`config.mk`:
```
export PLATFORM = sky130hd
export DESIGN_NAME = axis_video_pattern_gen_flat
export DESIGN_NICKNAME = d
export VERILOG_FILES = /design/src/rtl/axis_video_pattern_gen_if.sv /design/src/rtl/axis_video_pattern_gen.sv /design/src/flat_wrapper.sv
export SDC_FILE = /design/constraint.sdc
export NUM_CORES = 1
export LEC_CHECK = 0
export ABC_AREA = 1
export CAP_MARGIN = 15
export CELL_PAD_IN_SITES_DETAIL_PLACEMENT = 2
export CELL_PAD_IN_SITES_GLOBAL_PLACEMENT = 2
export CORE_ASPECT_RATIO = 1.2
export CORE_MARGIN = 1
export CORE_UTILIZATION = 34
export DETAILED_ROUTE_END_ITERATION = 8
export PLACE_DENSITY = 0.85
export SYNTH_ARGS = -nofsm -noshare
export SYNTH_HDL_FRONTEND = slang
export SYNTH_SLANG_ARGS = --single-unit
```
`constraint.sdc`:
```
create_clock -name clk -period 5.36 [get_ports clk]
set_input_delay 0.804 -clock clk [delete_from_list [all_inputs] [get_ports clk]]
set_output_delay 0.804 -clock clk [all_outputs]
set_load 0.03 [all_outputs]
```
`src/rtl/axis_video_pattern_gen_if.sv`:
```
// AXI4-Stream video bus: 24-bit RGB pixel with start-of-frame (tuser) and end-of-line (tlast).
interface axis_video_pattern_gen_if;
    logic [23:0] tdata;
    logic        tvalid;
    logic        tready;
    logic        tuser;
    logic        tlast;

    modport master (output tdata, output tvalid, output tuser, output tlast, input tready);
    modport slave  (input tdata, input tvalid, input tuser, input tlast, output tready);
endinterface

```
`src/rtl/axis_video_pattern_gen.sv`:
```
// Synthetic AXI4-Stream video source: fixed-geometry frames with programmable line/frame
// idle gaps, four test patterns and full backpressure support.
module axis_video_pattern_gen #(
    parameter int H_ACTIVE = 1280,
    parameter int V_ACTIVE = 720,
    parameter int H_GAP    = 16,
    parameter int V_GAP    = 64
) (
    input  logic                            clk,
    input  logic                            rst,
    input  logic                            enable,
    input  logic [1:0]                      pattern_sel,
    axis_video_pattern_gen_if.master        m_axis_video,
    output logic                            frame_done,
    output logic [15:0]                     frame_num
);

    // Coordinates are at least 8 bits wide so the ramp/coordinate/checker bit selects always exist.
    localparam int XW    = ($clog2(H_ACTIVE) > 8) ? $clog2(H_ACTIVE) : 8;
    localparam int YW    = ($clog2(V_ACTIVE) > 8) ? $clog2(V_ACTIVE) : 8;
    localparam int BAR_W = H_ACTIVE / 8;
    localparam int BW    = (BAR_W > 2) ? $clog2(BAR_W) : 1;
    localparam int GMAX  = (H_GAP > V_GAP) ? H_GAP : V_GAP;
    localparam int GW    = (GMAX > 2) ? $clog2(GMAX) : 1;

    localparam logic [XW-1:0] X_LAST   = XW'(H_ACTIVE - 1);
    localparam logic [YW-1:0] Y_LAST   = YW'(V_ACTIVE - 1);
    localparam logic [BW-1:0] BAR_LAST = BW'(BAR_W - 1);
    localparam logic [GW-1:0] H_GAP_LD = GW'((H_GAP > 0) ? H_GAP - 1 : 0);
    localparam logic [GW-1:0] V_GAP_LD = GW'((V_GAP > 0) ? V_GAP - 1 : 0);

    typedef enum logic [1:0] {IDLE, ACTIVE, HGAP, VGAP} state_t;

    state_t          state_q;
    logic [XW-1:0]   x_q;
    logic [YW-1:0]   y_q;
    logic [2:0]      bar_q;
    logic [BW-1:0]   bar_cnt_q;
    logic [GW-1:0]   gap_q;
    logic [1:0]      sel_q;
    logic [23:0]     tdata_q;
    logic            tvalid_q;
    logic            tuser_q;
    logic            tlast_q;
    logic            frame_done_q;
    logic [15:0]     frame_num_q;

    logic [XW-1:0]   x_inc_d;
    logic [YW-1:0]   y_inc_d;
    logic [2:0]      bar_d;
    logic [BW-1:0]   bar_cnt_d;
    logic [15:0]     frame_num_d;
    logic            bar_wrap;

    function automatic logic [23:0] bar_colour(input logic [2:0] bar);
        case (bar)
            3'd0:    return 24'hFFFFFF;
            3'd1:    return 24'hFFFF00;
            3'd2:    return 24'h00FFFF;
            3'd3:    return 24'h00FF00;
            3'd4:    return 24'hFF00FF;
            3'd5:    return 24'hFF0000;
            3'd6:    return 24'h0000FF;
            default: return 24'h000000;
        endcase
    endfunction

    function automatic logic [23:0] pixel(input logic [1:0]    sel,
                                          input logic [XW-1:0] x,
                                          input logic [YW-1:0] y,
                                          input logic [15:0]   fnum,
                                          input logic [2:0]    bar);
        case (sel)
            2'd0:    return bar_colour(bar);
            2'd1:    return {3{x[7:0]}};
            2'd2:    return (x[5] ^ y[5]) ? 24'hFFFFFF : 24'h000000;
            default: return {fnum[7:0], y[7:0], x[7:0]};
        endcase
    endfunction

    // Bar index advances from a per-bar pixel counter, so no divider is needed.
    assign bar_wrap    = (bar_cnt_q == BAR_LAST);
    assign bar_cnt_d   = bar_wrap ? '0 : bar_cnt_q + 1'b1;
    assign bar_d       = bar_wrap ? bar_q + 3'd1 : bar_q;
    assign x_inc_d     = x_q + 1'b1;
    assign y_inc_d     = y_q + 1'b1;
    assign frame_num_d = frame_num_q + 16'd1;

    // NOTE: state registers use non-blocking assignments only, so every branch below reads
    // the pre-edge values of x_q/y_q/frame_num_q regardless of statement order.
    always_ff @(posedge clk) begin
        if (rst) begin
            state_q      <= IDLE;
            x_q          <= '0;
            y_q          <= '0;
            bar_q        <= '0;
            bar_cnt_q    <= '0;
            gap_q        <= '0;
            sel_q        <= '0;
            tdata_q      <= '0;
            tvalid_q     <= 1'b0;
            tuser_q      <= 1'b0;
            tlast_q      <= 1'b0;
            frame_done_q <= 1'b0;
            frame_num_q  <= '0;
        end else begin
            frame_done_q <= 1'b0;
            case (state_q)
                IDLE: begin
                    if (enable) begin
                        sel_q    <= pattern_sel;
                        tdata_q  <= pixel(pattern_sel, '0, '0, frame_num_q, 3'd0);
                        tvalid_q <= 1'b1;
                        tuser_q  <= 1'b1;
                        state_q  <= ACTIVE;
                    end
                end
                ACTIVE: begin
                    if (tvalid_q && m_axis_video.tready) begin
                        tuser_q <= 1'b0;
                        if (x_q != X_LAST) begin
                            x_q       <= x_inc_d;
                            bar_q     <= bar_d;
                            bar_cnt_q <= bar_cnt_d;
                            tdata_q   <= pixel(sel_q, x_inc_d, y_q, frame_num_q, bar_d);
                            tlast_q   <= (x_inc_d == X_LAST);
                        end else begin
                            x_q       <= '0;
                            bar_q     <= '0;
                            bar_cnt_q <= '0;
                            tlast_q   <= 1'b0;
                            if (y_q != Y_LAST) begin
                                y_q     <= y_inc_d;
                                tdata_q <= pixel(sel_q, '0, y_inc_d, frame_num_q, 3'd0);
                                if (H_GAP > 0) begin
                                    tvalid_q <= 1'b0;
                                    gap_q    <= H_GAP_LD;
                                    state_q  <= HGAP;
                                end
                            end else begin
                                y_q          <= '0;
                                frame_done_q <= 1'b1;
                                frame_num_q  <= frame_num_d;
                                if (V_GAP > 0) begin
                                    tvalid_q <= 1'b0;
                                    gap_q    <= V_GAP_LD;
                                    state_q  <= VGAP;
                                end else if (enable) begin
                                    // Back-to-back frame: its first pixel already sees the new count.
                                    sel_q   <= pattern_sel;
                                    tdata_q <= pixel(pattern_sel, '0, '0, frame_num_d, 3'd0);
                                    tuser_q <= 1'b1;
                                end else begin
                                    tvalid_q <= 1'b0;
                                    state_q  <= IDLE;
                                end
                            end
                        end
                    end
                end
                HGAP: begin
                    if (gap_q == '0) begin
                        tvalid_q <= 1'b1;
                        state_q  <= ACTIVE;
                    end else begin
                        gap_q <= gap_q - 1'b1;
                    end
                end
                default: begin
                    if (gap_q != '0) begin
                        gap_q <= gap_q - 1'b1;
                    end else if (enable) begin
                        sel_q    <= pattern_sel;
                        tdata_q  <= pixel(pattern_sel, '0, '0, frame_num_q, 3'd0);
                        tvalid_q <= 1'b1;
                        tuser_q  <= 1'b1;
                        state_q  <= ACTIVE;
                    end else begin
                        state_q <= IDLE;
                    end
                end
            endcase
        end
    end

    assign m_axis_video.tdata  = tdata_q;
    assign m_axis_video.tvalid = tvalid_q;
    assign m_axis_video.tuser  = tuser_q;
    assign m_axis_video.tlast  = tlast_q;
    assign frame_done          = frame_done_q;
    assign frame_num           = frame_num_q;

endmodule

```
`src/flat_wrapper.sv`:
```
// flat-port wrapper written by rule: the top's interface ports become plain ports
module axis_video_pattern_gen_flat 
#(
    parameter int H_ACTIVE = 1280,
    parameter int V_ACTIVE = 720,
    parameter int H_GAP    = 16,
    parameter int V_GAP    = 64
)
  (clk, rst, enable, pattern_sel, frame_done, frame_num, m_axis_video_tdata, m_axis_video_tvalid, m_axis_video_tuser, m_axis_video_tlast, m_axis_video_tready);
  axis_video_pattern_gen_if m_axis_video_i ();
  input  logic clk;
  input  logic rst;
  input  logic enable;
  input  logic [1:0] pattern_sel;
  output logic frame_done;
  output logic [15:0] frame_num;
  output wire logic [$bits(m_axis_video_i.tdata)-1:0] m_axis_video_tdata;
  output wire logic [$bits(m_axis_video_i.tvalid)-1:0] m_axis_video_tvalid;
  output wire logic [$bits(m_axis_video_i.tuser)-1:0] m_axis_video_tuser;
  output wire logic [$bits(m_axis_video_i.tlast)-1:0] m_axis_video_tlast;
  input wire logic [$bits(m_axis_video_i.tready)-1:0] m_axis_video_tready;
  assign m_axis_video_tdata = m_axis_video_i.tdata;
  assign m_axis_video_tvalid = m_axis_video_i.tvalid;
  assign m_axis_video_tuser = m_axis_video_i.tuser;
  assign m_axis_video_tlast = m_axis_video_i.tlast;
  assign m_axis_video_i.tready = m_axis_video_tready;
  axis_video_pattern_gen #(.H_ACTIVE(H_ACTIVE), .V_ACTIVE(V_ACTIVE), .H_GAP(H_GAP), .V_GAP(V_GAP)) u_core (.clk(clk), .rst(rst), .enable(enable), .pattern_sel(pattern_sel), .m_axis_video(m_axis_video_i), .frame_done(frame_done), .frame_num(frame_num));
endmodule
```
==> flow_summary.json <==
{
  "multiInputGateArea_sq_mm": 0.002753,
  "gr-max-usage-layer": "met2",
  "worst_ir_drop_vdd_v": 0.0002343,
  "cts.sinks": 86,
  "cts-resized-gates": 0,
  "hold_path.class": "reg2reg",
  "fill_cells": 1758,
  "dieArea_sq_mm": 0.01513,
  "drive_above_1_share": 0.05590,
  "setup_violations": 0,
  "viasPerCell": 5.373,
  "h-tree-depth": 3,
  "synth-main-ff-cell": "dfxtp_1",
  "criticalPathCategory": "reg2reg",
  "finClkSkew_ns": 0.007938,
  "grtUsageMet2": 0.4765,
  "yosysWarnings": 0,
  "startpoint_type": "flop",
  "tns_ns": 0,
  "hpwl_mm": 13.57,
  "crit_path_end_kind": "flop",
  "syn_area_sq_mm": 0.004977,
  "fp.dieH_microns": 134.5,
  "grtUsageMet3": 0.03276,
  "path_clk_slew_ns": 0.06,
  "syn_avg_cell_area_sq_um": 6.549,
  "slew_headroom": 0.4107,
  "finalPower_uw": 2745,
  "antenna_left": 0,
  "pin_count": 50,
  "ys_seq_area_frac": 0.3459,
  "clock_path_buffers": 2,
  "slew_violations": 0,
  "drc": 0,
  "arrival_ns": 3.51,
  "clkLatencyLatePin_ns": 0.36,
  "core-area_sq_mm": 0.01435,
  "first_global_vias": 5813,
  "period_share": 0.6034,
  "final_cells": 980,
  "grt_util_all_layers": 0.2479,
  "fp-row-count": 48,
  "portBuffers": 49,
  "routed_wire_length_per_instance_microns": 18.45,
  "clockRootBuffer": "clkbuf_16",
  "cts-buffers-inserted": 9,
  "grt_antenna_before_repair": 0,
  "first_iter_violations": 112,
  "async_reset_ff_frac": 0,
  "power_density_mw_per_mm2": 464.9,
  "max-cap-violations": 0,
  "period_needed_ns": 3.234,
  "first_pass_iters": 4,
  "fin_nets": 818,
  "p_leak_uw": 0.002524,
  "worst_ep_required_time_ns": 5.64,
  "outcome": "completed",
  "place_congestion": 0.8184,
  "seq_area_sq_mm": 0.001722,
  "vias": 5266,
  "synth_edf_count": 0,
  "hold_buffers": 0,
  "wirelength_mm": 18.08,
  "grt_max_degree": 41,
  "synth.distinct_cells": 40,
  "grt_pass1_wl_mm": 29.27,
  "hold_violations": 0,
  "netlist_instances": 760,
  "overflow": 0,
  "fmax_ghz": 0.3092,
  "cts_tree": "yes",
  "synth.net_count": 778,
  "die_w_microns": 112.5,
  "ys_ff_latch": 86,
  "worst_slew_pin_slew_ns": 0.8840,
  "place_inst": 964,
  "grt_util_met1": 0.2738,
  "start_util": 0.3468,
  "postCtsSetupRepairBufs": 0,
  "whs_ns": 0.4684,
  "area_delta_synth_final_pct": 18.63,
  "critical_path_peak_fanout": 32,
  "diodes": 0,
  "rsz0062_at_grt": "false"
}
[critical path, stage by stage (launching register included)]
cell and delay (ns):
dfxtp_1 0.33, inv_1 0.11, ha_1 0.75, inv_2 0.27
nor2_4 0.29, inv_2 0.24, nor2_1 0.19, inv_1 0.06
nand2_1 0.08, nand2_2 0.11, inv_2 0.39, o21ai_0 0.17
a21oi_1 0.16
[cell families (layout without fill, tap and decap cells)]
kind of cell,Yosys count,in the layout,share of synthesized area
AND/OR/NAND/NOR,341,341,0.3057
AO/OA/AOI/OAI,180,180,0.1908
buffers and inverters,126,171,0.1011
flip-flops,86,86,0.3459
XOR/XNOR,15,15,0.02640
adder cells (fa/ha/maj),12,12,0.03017
[state kept, by name, indices dropped and copies added (netlist names)]
name / count
u_core.sel_q: 2
u_core.bar_cnt_q: 8
u_core.m_axis_video.tlast: 1
u_core.x_q: 11
u_core.m_axis_video.tdata: 24
u_core.state_q: 2
u_core.gap_q: 6
u_core.m_axis_video.tvalid: 1
u_core.frame_num: 16
u_core.y_q: 10
u_core.bar_q: 3
u_core.m_axis_video.tuser: 1
u_core.frame_done: 1
[Yosys cell counts, types with 3 or more instances]
master,count,area share
a21oi_1,78,0.078
a31oi_1,7,0.0088
buf_2,6,0.0060
buf_6,3,0.0068
clkbuf_1,12,0.0090
dfxtp_1,86,0.35
ha_1,12,0.030
inv_1,99,0.075
inv_2,4,0.0030
nand2_1,195,0.15
nand2_2,4,0.0050
nand3_1,42,0.042
nand4_1,11,0.014
nor2_1,52,0.039
nor2_2,5,0.0063
nor2_4,3,0.0068
nor3_1,15,0.015
nor3_2,3,0.0060
o21ai_0,77,0.077
o21ai_1,3,0.0030
o22ai_1,3,0.0038
o32ai_1,3,0.0053
or2_2,4,0.0050
xnor2_1,3,0.0053
xor2_1,12,0.021
[final timing paths]
path,from,endpoint,slack [ns],depth (start not counted)
worst max-delay path,u_core.state_q[1]$_SDFFE_PP0P_,u_core.m_axis_video.tdata[18]$_SDFFE_PP0P_,2.13,12
worst min-delay path,u_core.m_axis_video.tlast$_SDFFE_PP0P_,u_core.m_axis_video.tlast$_SDFFE_PP0P_,0.47,2
worst max register to register,u_core.state_q[1]$_SDFFE_PP0P_,u_core.m_axis_video.tdata[18]$_SDFFE_PP0P_,2.13,12
worst min register to register,u_core.m_axis_video.tlast$_SDFFE_PP0P_,u_core.m_axis_video.tlast$_SDFFE_PP0P_,0.47,2
[stage by stage]
stage	setup slack, ns	utilization	area, sq um
final	2.126	0.4113	5904
after global placement	2.295	0.3894	5589
after floorplan	3.257	-	4977
after CTS	2.117	0.4113	5904
after global routing	1.790	0.4113	5904
after detailed placement	2.072	0.3894	5589
[power by group]
group	switching, uW	total, uW	internal [uW]
sequential	83.0	850	767
combinational	813	1210	399
clock	275	683	408
[area by class of cell]
cell class	count	area share
clock inverters	6	0.01462
flip-flops and latches	86	0.2916
clock buffers	10	0.03878
multi-input cells	548	0.4662
inverters	104	0.06612
well taps	175	0.03708
repair buffers	51	0.08561
[layer usage]
metal / share of wire / vias to the layer above
met5: 0 / -
met1: 0.41 / 2604
met2: 0.54 / 70
met4: 0.026 / 0
met3: 0.026 / 35
li1: - / 2557
[placed cells by master (no fill, tap or decap), types with 2 or more instances in the layout]
master           count
a211oi_1             2
a21oi_1             78
a2bb2oi_1            2
a31oi_1              7
buf_4                2
bufinv_16            2
clkbuf_16            9
clkdlybuf4s50_1     49
clkinv_2             2
dfxtp_1             86
ha_1                12
inv_1               99
inv_2                4
nand2_1            195
nand2_2              4
nand3_1             42
nand3_4              2
nand4_1             11
nor2_1              52
nor2_2               5
nor2_4               3
nor3_1              15
nor3_2               3
o21ai_0             77
o21ai_1              3
o22ai_1              3
o32ai_1              3
or2_2                4
xnor2_1              3
xor2_1              12
Power figures use the tool's default switching activity.
